==> src/rtl/bp_pkg.sv <==
// Shared gshare definitions: GPT index width, counter encodings, the in-flight
// entry layout and the 2-bit saturating counter update used by reader and writer.
package bp_pkg;

  localparam int unsigned IDX_W = 10;

  typedef enum logic [1:0] {
    CtrSnt = 2'd0,
    CtrWnt = 2'd1,
    CtrWt  = 2'd2,
    CtrSt  = 2'd3
  } ctr_e;

  typedef struct packed {
    logic [31:0]      pc;
    logic             pred_taken;
    logic [1:0]       ctr;
    logic [IDX_W-1:0] index;
    logic [31:0]      target;
  } entry_t;

  function automatic logic [1:0] sat_update(input logic [1:0] ctr, input logic taken);
    logic [1:0] res;
    if (taken) begin
      res = (ctr == CtrSt) ? ctr : ctr + 2'd1;
    end else begin
      res = (ctr == CtrSnt) ? ctr : ctr - 2'd1;
    end
    return res;
  endfunction

endpackage

==> src/rtl/bp_resolve_unit_if.sv <==
// Fetch-push, EX-resolve and GPT-update signals between the resolver and its neighbours.
interface bp_resolve_unit_if #(
  parameter int unsigned CNT_W = 16
);
  import bp_pkg::*;

  logic             push_valid;
  logic [31:0]      push_pc;
  logic             push_pred_taken;
  logic [1:0]       push_ctr;
  logic [IDX_W-1:0] push_index;
  logic [31:0]      push_target;
  logic             q_full;
  logic             q_empty;
  logic             res_valid;
  logic [31:0]      res_pc;
  logic             res_taken;
  logic [31:0]      res_target;
  logic             upd_valid;
  logic [IDX_W-1:0] upd_index;
  logic [1:0]       upd_ctr;
  logic             upd_taken;
  logic             mispredict;
  logic [31:0]      redirect_pc;
  logic             err_order;
  logic             overflow;
  logic [CNT_W-1:0] br_count;
  logic [CNT_W-1:0] mp_count;

  modport master (
    output push_valid, push_pc, push_pred_taken, push_ctr, push_index, push_target,
    output res_valid, res_pc, res_taken, res_target,
    input  q_full, q_empty, upd_valid, upd_index, upd_ctr, upd_taken,
    input  mispredict, redirect_pc, err_order, overflow, br_count, mp_count
  );

  modport slave (
    input  push_valid, push_pc, push_pred_taken, push_ctr, push_index, push_target,
    input  res_valid, res_pc, res_taken, res_target,
    output q_full, q_empty, upd_valid, upd_index, upd_ctr, upd_taken,
    output mispredict, redirect_pc, err_order, overflow, br_count, mp_count
  );

endinterface

==> src/rtl/bp_inflight_fifo.sv <==
// Ordered queue of in-flight predictions; flush empties it and wins over push/pop.
module bp_inflight_fifo
  import bp_pkg::*;
#(
  parameter int unsigned DEPTH = 4
) (
  input  logic   clk,
  input  logic   rst,
  input  logic   push,
  input  entry_t push_entry,
  input  logic   pop,
  input  logic   flush,
  output entry_t head,
  output logic   full,
  output logic   empty
);

  localparam int unsigned PtrW = $clog2(DEPTH);
  localparam int unsigned CntW = PtrW + 1;

  logic [PtrW-1:0] rd_ptr_q, rd_ptr_d, wr_ptr_q, wr_ptr_d;
  logic [CntW-1:0] count_q, count_d;
  entry_t          mem_q [DEPTH];
  logic            push_ok, pop_ok;

  assign full  = (count_q == CntW'(DEPTH));
  assign empty = (count_q == '0);
  assign head  = mem_q[rd_ptr_q];

  // A full queue still accepts a push when the head leaves in the same cycle.
  assign push_ok = push && !flush && (!full || pop);
  assign pop_ok  = pop && !empty;

  always_comb begin
    rd_ptr_d = rd_ptr_q;
    wr_ptr_d = wr_ptr_q;
    count_d  = count_q;
    if (flush) begin
      rd_ptr_d = '0;
      wr_ptr_d = '0;
      count_d  = '0;
    end else begin
      if (push_ok) wr_ptr_d = wr_ptr_q + PtrW'(1);
      if (pop_ok)  rd_ptr_d = rd_ptr_q + PtrW'(1);
      count_d = count_q + CntW'(push_ok) - CntW'(pop_ok);
    end
  end

  always_ff @(posedge clk or posedge rst) begin
    if (rst) begin
      rd_ptr_q <= '0;
      wr_ptr_q <= '0;
      count_q  <= '0;
    end else begin
      rd_ptr_q <= rd_ptr_d;
      wr_ptr_q <= wr_ptr_d;
      count_q  <= count_d;
    end
  end

  always_ff @(posedge clk) begin
    if (push_ok) mem_q[wr_ptr_q] <= push_entry;
  end

endmodule

==> src/rtl/bp_resolve_unit.sv <==
// gshare resolver: matches EX outcomes against queued fetch predictions and
// produces the registered GPT update, redirect and statistics.
module bp_resolve_unit
  import bp_pkg::*;
#(
  parameter int unsigned DEPTH = 4,
  parameter int unsigned CNT_W = 16
) (
  input logic              clk,
  input logic              rst,
  bp_resolve_unit_if.slave bus
);

  entry_t head, push_entry;
  logic   full, empty;
  logic   hit, mp_raw, flush, pop, do_upd;

  logic             upd_valid_q, upd_taken_q, mispredict_q, err_order_q, overflow_q;
  logic [IDX_W-1:0] upd_index_q;
  logic [1:0]       upd_ctr_q;
  logic [31:0]      redirect_pc_q, redirect_calc;
  logic [CNT_W-1:0] br_count_q, mp_count_q;

  assign push_entry = '{pc:         bus.push_pc,
                        pred_taken: bus.push_pred_taken,
                        ctr:        bus.push_ctr,
                        index:      bus.push_index,
                        target:     bus.push_target};

  assign hit    = bus.res_valid && !empty && (head.pc == bus.res_pc);
  assign mp_raw = (head.pred_taken != bus.res_taken) ||
                  (bus.res_taken && (head.target != bus.res_target));
  // Empty-queue and pc-mismatch resolves are treated as mispredicts without a GPT write.
  assign flush  = bus.res_valid && (!hit || mp_raw);
  assign pop    = bus.res_valid && !empty;
  assign do_upd = hit && (bus.res_pc[1:0] == 2'b00);

  assign redirect_calc = bus.res_taken ? bus.res_target : bus.res_pc + 32'd4;

  bp_inflight_fifo #(
    .DEPTH (DEPTH)
  ) u_fifo (
    .clk        (clk),
    .rst        (rst),
    .push       (bus.push_valid),
    .push_entry (push_entry),
    .pop        (pop),
    .flush      (flush),
    .head       (head),
    .full       (full),
    .empty      (empty)
  );

  always_ff @(posedge clk or posedge rst) begin
    if (rst) begin
      upd_valid_q   <= 1'b0;
      upd_index_q   <= '0;
      upd_ctr_q     <= '0;
      upd_taken_q   <= 1'b0;
      mispredict_q  <= 1'b0;
      redirect_pc_q <= '0;
      err_order_q   <= 1'b0;
      overflow_q    <= 1'b0;
      br_count_q    <= '0;
      mp_count_q    <= '0;
    end else begin
      upd_valid_q   <= do_upd;
      upd_index_q   <= hit ? head.index : '0;
      upd_ctr_q     <= hit ? sat_update(head.ctr, bus.res_taken) : 2'b00;
      upd_taken_q   <= hit && bus.res_taken;
      mispredict_q  <= flush;
      redirect_pc_q <= flush ? redirect_calc : '0;
      err_order_q   <= bus.res_valid && !hit;
      if (bus.push_valid && full && !pop) overflow_q <= 1'b1;
      if (hit && (br_count_q != '1)) br_count_q <= br_count_q + CNT_W'(1);
      if (hit && mp_raw && (mp_count_q != '1)) mp_count_q <= mp_count_q + CNT_W'(1);
    end
  end

  assign bus.q_full      = full;
  assign bus.q_empty     = empty;
  assign bus.upd_valid   = upd_valid_q;
  assign bus.upd_index   = upd_index_q;
  assign bus.upd_ctr     = upd_ctr_q;
  assign bus.upd_taken   = upd_taken_q;
  assign bus.mispredict  = mispredict_q;
  assign bus.redirect_pc = redirect_pc_q;
  assign bus.err_order   = err_order_q;
  assign bus.overflow    = overflow_q;
  assign bus.br_count    = br_count_q;
  assign bus.mp_count    = mp_count_q;

endmodule
==> src/flat_wrapper.sv <==
// flat-port wrapper written by rule: the top's interface ports become plain ports
module bp_resolve_unit_flat import bp_pkg::*;
#(
  parameter int unsigned DEPTH = 4,
  parameter int unsigned CNT_W = 16
)
  (clk, rst, bus_push_valid, bus_push_pc, bus_push_pred_taken, bus_push_ctr, bus_push_index, bus_push_target, bus_res_valid, bus_res_pc, bus_res_taken, bus_res_target, bus_q_full, bus_q_empty, bus_upd_valid, bus_upd_index, bus_upd_ctr, bus_upd_taken, bus_mispredict, bus_redirect_pc, bus_err_order, bus_overflow, bus_br_count, bus_mp_count);
  bp_resolve_unit_if #(.CNT_W(CNT_W)) bus_i ();
  input logic clk;
  input logic rst;
  input wire logic [$bits(bus_i.push_valid)-1:0] bus_push_valid;
  input wire logic [$bits(bus_i.push_pc)-1:0] bus_push_pc;
  input wire logic [$bits(bus_i.push_pred_taken)-1:0] bus_push_pred_taken;
  input wire logic [$bits(bus_i.push_ctr)-1:0] bus_push_ctr;
  input wire logic [$bits(bus_i.push_index)-1:0] bus_push_index;
  input wire logic [$bits(bus_i.push_target)-1:0] bus_push_target;
  input wire logic [$bits(bus_i.res_valid)-1:0] bus_res_valid;
  input wire logic [$bits(bus_i.res_pc)-1:0] bus_res_pc;
  input wire logic [$bits(bus_i.res_taken)-1:0] bus_res_taken;
  input wire logic [$bits(bus_i.res_target)-1:0] bus_res_target;
  output wire logic [$bits(bus_i.q_full)-1:0] bus_q_full;
  output wire logic [$bits(bus_i.q_empty)-1:0] bus_q_empty;
  output wire logic [$bits(bus_i.upd_valid)-1:0] bus_upd_valid;
  output wire logic [$bits(bus_i.upd_index)-1:0] bus_upd_index;
  output wire logic [$bits(bus_i.upd_ctr)-1:0] bus_upd_ctr;
  output wire logic [$bits(bus_i.upd_taken)-1:0] bus_upd_taken;
  output wire logic [$bits(bus_i.mispredict)-1:0] bus_mispredict;
  output wire logic [$bits(bus_i.redirect_pc)-1:0] bus_redirect_pc;
  output wire logic [$bits(bus_i.err_order)-1:0] bus_err_order;
  output wire logic [$bits(bus_i.overflow)-1:0] bus_overflow;
  output wire logic [$bits(bus_i.br_count)-1:0] bus_br_count;
  output wire logic [$bits(bus_i.mp_count)-1:0] bus_mp_count;
  assign bus_i.push_valid = bus_push_valid;
  assign bus_i.push_pc = bus_push_pc;
  assign bus_i.push_pred_taken = bus_push_pred_taken;
  assign bus_i.push_ctr = bus_push_ctr;
  assign bus_i.push_index = bus_push_index;
  assign bus_i.push_target = bus_push_target;
  assign bus_i.res_valid = bus_res_valid;
  assign bus_i.res_pc = bus_res_pc;
  assign bus_i.res_taken = bus_res_taken;
  assign bus_i.res_target = bus_res_target;
  assign bus_q_full = bus_i.q_full;
  assign bus_q_empty = bus_i.q_empty;
  assign bus_upd_valid = bus_i.upd_valid;
  assign bus_upd_index = bus_i.upd_index;
  assign bus_upd_ctr = bus_i.upd_ctr;
  assign bus_upd_taken = bus_i.upd_taken;
  assign bus_mispredict = bus_i.mispredict;
  assign bus_redirect_pc = bus_i.redirect_pc;
  assign bus_err_order = bus_i.err_order;
  assign bus_overflow = bus_i.overflow;
  assign bus_br_count = bus_i.br_count;
  assign bus_mp_count = bus_i.mp_count;
  bp_resolve_unit #(.DEPTH(DEPTH), .CNT_W(CNT_W)) u_core (.clk(clk), .rst(rst), .bus(bus_i));
endmodule
==> config.mk <==
export PLATFORM = sky130hd
export DESIGN_NAME = bp_resolve_unit_flat
export DESIGN_NICKNAME = d
export VERILOG_FILES = /design/src/rtl/bp_pkg.sv /design/src/rtl/bp_resolve_unit_if.sv /design/src/rtl/bp_inflight_fifo.sv /design/src/rtl/bp_resolve_unit.sv /design/src/flat_wrapper.sv
export SDC_FILE = /design/constraint.sdc
export NUM_CORES = 1
export LEC_CHECK = 0
export BUFFER_PORTS_ARGS = -buffer_cell sky130_fd_sc_hd__buf_2
export CORE_MARGIN = 3
export CORE_UTILIZATION = 55
export CTS_CLUSTER_SIZE = 28
export DETAILED_ROUTE_END_ITERATION = 16
export PLACE_DENSITY = 0.77
export SYNTH_ARGS = -nofsm -noshare
export SYNTH_HDL_FRONTEND = slang
export SYNTH_SLANG_ARGS = --single-unit
==> constraint.sdc <==
create_clock -name clk -period 12 [get_ports clk]
set_input_delay 3.6 -clock clk [delete_from_list [all_inputs] [get_ports clk]]
set_output_delay 3.6 -clock clk [all_outputs]
set_load 0.01 [all_outputs]
==> metrics.yaml <==
run_status: "finished, final reports clean"
comb_power_share: 0.166
fin_crit_sh: 0.636
slowest_stage_cell_crit_path: "or4_4"
ios: 229
finalSetupViolations: 0
drt_iter0_markers: 909
antenna_left: 0
synth-async-reset-ratio: 0.222
final_cell_count_no_fill: 1720
cts.root.buffer_cell: "clkbuf_16"
via_count_of_the_first_global_routing_pass: 10400
antenna_found_initial: 7
num-nets-final: 1451
area_growth_pct: 16.9
vdd_drop_max_mv: 0.140
internal-power_mw: 2.60
cts_made_buffers: 40
yosys_most_used_dff: "edfxtp_1"
placedInstanceArea_mm2: 0.0183
netSwitchingPower_uw: 877
setup.worst_path.end: "u_core.u_fifo.mem_q[0][45]"
required_worst_endpoint_ps: 12160
cts_setup_buffers: 0
power.share.sequential: 0.461
synth_top_cells_by_area: "edfxtp_1, dfrtp_1, mux4_2, xnor2_1, mux2i_1"
power_density_relative_to_cell_area_mw_per_mm2: 177
place.detailed.instances: 1643
p_leak_nw: 7.24
r2r_setup_slack_ps: 5530
cts_hold_buffers: 0
synthCells: 1063
drt_drc_violations_left: 0
worstReg2RegStart: "u_core.u_fifo.rd_ptr_q[1]"
critical_path_buf_inv_count: 3
fp.dieW_um: 181
critical_path_peak_fanout: 39
r2r.worst_path.cells: 11
report.power.total_mw: 3.48
placeable_core_area_mm2: 0.0299
worst_setup_path_start_kind: "input pin"
timing.critical_path.slowest_cell_delay_ps: 730
clk_pin_slew_ps: 60
timing.critical_path.max_delay_family: "simple AND/OR/NAND/NOR gates"
route.vias.total: 10100
setup_tns_ps: 0
drtPass1Iterations: 5
grtUsageTotal: 0.247
power.share.clock: 0.372
worstMarginPinSlew_ps: 899
finalHoldViolations: 0
drv_slew: 0
finalWorstPathRequiredPeriod_ps: 7630
synth.cell_area_mm2: 0.0168
replace_congestion: 0.957
hold_class: "register to register"
yosysSeqAreaShare: 0.682
grt_setup_unrepaired: "no"
post-dp-hpwl_mm: 28.3
floorplan.initialDensity: 0.562
worst-endpoint-arrival_ps: 7790
port_buffers: 228
cts.sinks: 396
routed_wl_mm: 40.8
mean_cell_area_of_the_mapped_netlist_um2: 15.8
h-tree-depth: 2
crit_start: "bus_res_valid"
series_of_cell_instances_along_the_critical_path: "buf_2, o31a_1, o21ai_0, nor4_1, nand4b_1, or4_1, or4_4, o21ai_2, buf_4, and3_4, buf_4"
synth_largest_area_cell: "edfxtp_1"
post_drt_via_cell_ratio: 5.89
die_area_mm2: 0.0327
worst_r2r_endpoint: "u_core.u_fifo.mem_q[0][45]"
crit_top_cell: "buf_4"
post_cts_resize_count: 0
synth_cell_types: 69
yosys.area.top_type_share: 0.551
timing.max_cap.violations: 0
cts_max_path_buffers: 3
cts_tree: "built"
clkLatencyLatePin_ps: 540
route.detailed.wl_per_inst_um: 23.7
final_cell_area_mm2: 0.0196
maximum_number_of_pins_on_one_net_before_global_route_repair: 57
fin_worst_skew_ps: 20.0
clock.fmax_mhz: 131
swShare: 0.252
final_core_util: 0.657
max_slew_margin: 0.395
layout-drive-gt1-share: 0.289
setup.worst_path.class: "input pin to register"
worstSetupEndpointType: "register"
global_route_overflow: 0
yosys_register_bits: 396
grt_pass1_wl_mm: 61.9
synth-edff-count: 308
synth.net_count: 1219
path_depth: 11
die_h_um: 181
synth_warnings: 0
core.rowCount: 63
[metrics by stage]
step / hold slack (ps) / setup slack [ps]
detailed placement: 473 / 3890
CTS: 483 / 4410
global route: 494 / 4160
finish: 488 / 4370
floorplan: 493 / 4050
global placement: 473 / 4010
[synthesized netlist by cell type (4+ instances only)]
| cell type | n |
|---|---|
| a211oi_1 | 4 |
| a21oi_1 | 30 |
| and2_1 | 5 |
| and3_1 | 19 |
| and4_1 | 4 |
| buf_2 | 9 |
| buf_4 | 9 |
| buf_6 | 8 |
| clkbuf_1 | 20 |
| dfrtp_1 | 88 |
| edfxtp_1 | 308 |
| ha_1 | 9 |
| inv_1 | 17 |
| mux2_2 | 4 |
| mux2i_1 | 53 |
| mux4_2 | 56 |
| nand2_1 | 47 |
| nand2b_1 | 4 |
| nand3_1 | 29 |
| nand4_1 | 30 |
| nor2_1 | 79 |
| nor2b_1 | 14 |
| nor3_1 | 13 |
| nor4_1 | 6 |
| o21ai_0 | 16 |
| or3_1 | 8 |
| xnor2_1 | 78 |
| xor2_1 | 36 |
[area by class of cell]
class	instances	area, um^2
Sequential cell	396	11500
Clock buffer	50	1100
Tap cell	390	488
Timing Repair Buffer	238	1220
Clock inverter	24	285
Inverter	18	68.8
Multi-Input combinational cell	601	5020
Fill cell	2138	10200
Antenna cell	3	7.51
[flip-flops by register name (all words and copies together) (netlist names)]
signal	count
u_core.bus.br_count	16
u_core.bus.err_order	1
u_core.bus.mispredict	1
u_core.bus.mp_count	16
u_core.bus.overflow	1
u_core.bus.redirect_pc	32
u_core.bus.upd_ctr	2
u_core.bus.upd_index	10
u_core.bus.upd_taken	1
u_core.bus.upd_valid	1
u_core.u_fifo.count_q	3
u_core.u_fifo.mem_q	308
u_core.u_fifo.rd_ptr_q	2
u_core.u_fifo.wr_ptr_q	2
[power groups by stage]
| stage | clock network [mW] | registers [mW] | logic, mW |
|---|---|---|---|
| global placement | 0 | 1.63 | 0.571 |
| finish | 1.30 | 1.60 | 0.578 |
| floorplan | 0 | 1.60 | 0.447 |
| CTS | 1.31 | 1.60 | 0.583 |
| detailed placement | 0 | 1.63 | 0.578 |
| global route | 1.37 | 1.61 | 0.625 |
[worst min-delay path by stage]
stage                                      start                     end  slack [ps]  depth (start not counted)
after floorplan              u_core.bus.overflow     u_core.bus.overflow         490                          1
after global placement    u_core.bus.mp_count[8]  u_core.bus.mp_count[8]         470                          1
after detailed placement     u_core.bus.overflow     u_core.bus.overflow         470                          1
after CTS                    u_core.bus.overflow     u_core.bus.overflow         480                          1
after global routing         u_core.bus.overflow     u_core.bus.overflow         490                          1
final                        u_core.bus.overflow     u_core.bus.overflow         490                          1
[cell families (layout without fill, tap and decap cells)]
family	count (synthesis)	in the layout	share of synthesized area
compound gates	85	85	0.0334
other cells	0	3	0
buf+inv	66	330	0.0210
simple gates	276	276	0.0850
flops	396	396	0.682
mux	115	115	0.111
xor+xnor	115	115	0.0604
fa+ha+maj	10	10	0.00790
[metal layers]
| metal | GRT usage | up-vias | share of wire |
|---|---|---|---|
| met2 | 0.396 | 501 | 0.48 |
| met3 | 0.0481 | 79 | 0.090 |
| li1 | - | 4509 | - |
| met5 | 0 | - | 0.0012 |
| met4 | 0.0817 | 8 | 0.029 |
| met1 | 0.347 | 5040 | 0.40 |
[layout by cell type, fill, tap and decap left out, types with 5 or more instances in the layout]
| cell type | n |
|---|---|
| a21oi_1 | 30 |
| and2_1 | 5 |
| and3_1 | 15 |
| buf_2 | 228 |
| buf_4 | 10 |
| bufinv_16 | 6 |
| clkbuf_1 | 5 |
| clkbuf_16 | 41 |
| clkinv_2 | 9 |
| dfrtp_1 | 86 |
| edfxtp_1 | 308 |
| ha_1 | 9 |
| inv_1 | 16 |
| mux2i_1 | 53 |
| mux4_2 | 56 |
| nand2_1 | 47 |
| nand3_1 | 29 |
| nand4_1 | 30 |
| nor2_1 | 79 |
| nor2b_1 | 14 |
| nor3_1 | 13 |
| nor4_1 | 6 |
| o21ai_0 | 16 |
| or3_1 | 8 |
| xnor2_1 | 78 |
| xor2_1 | 36 |
(Power assumes the default switching activity.)
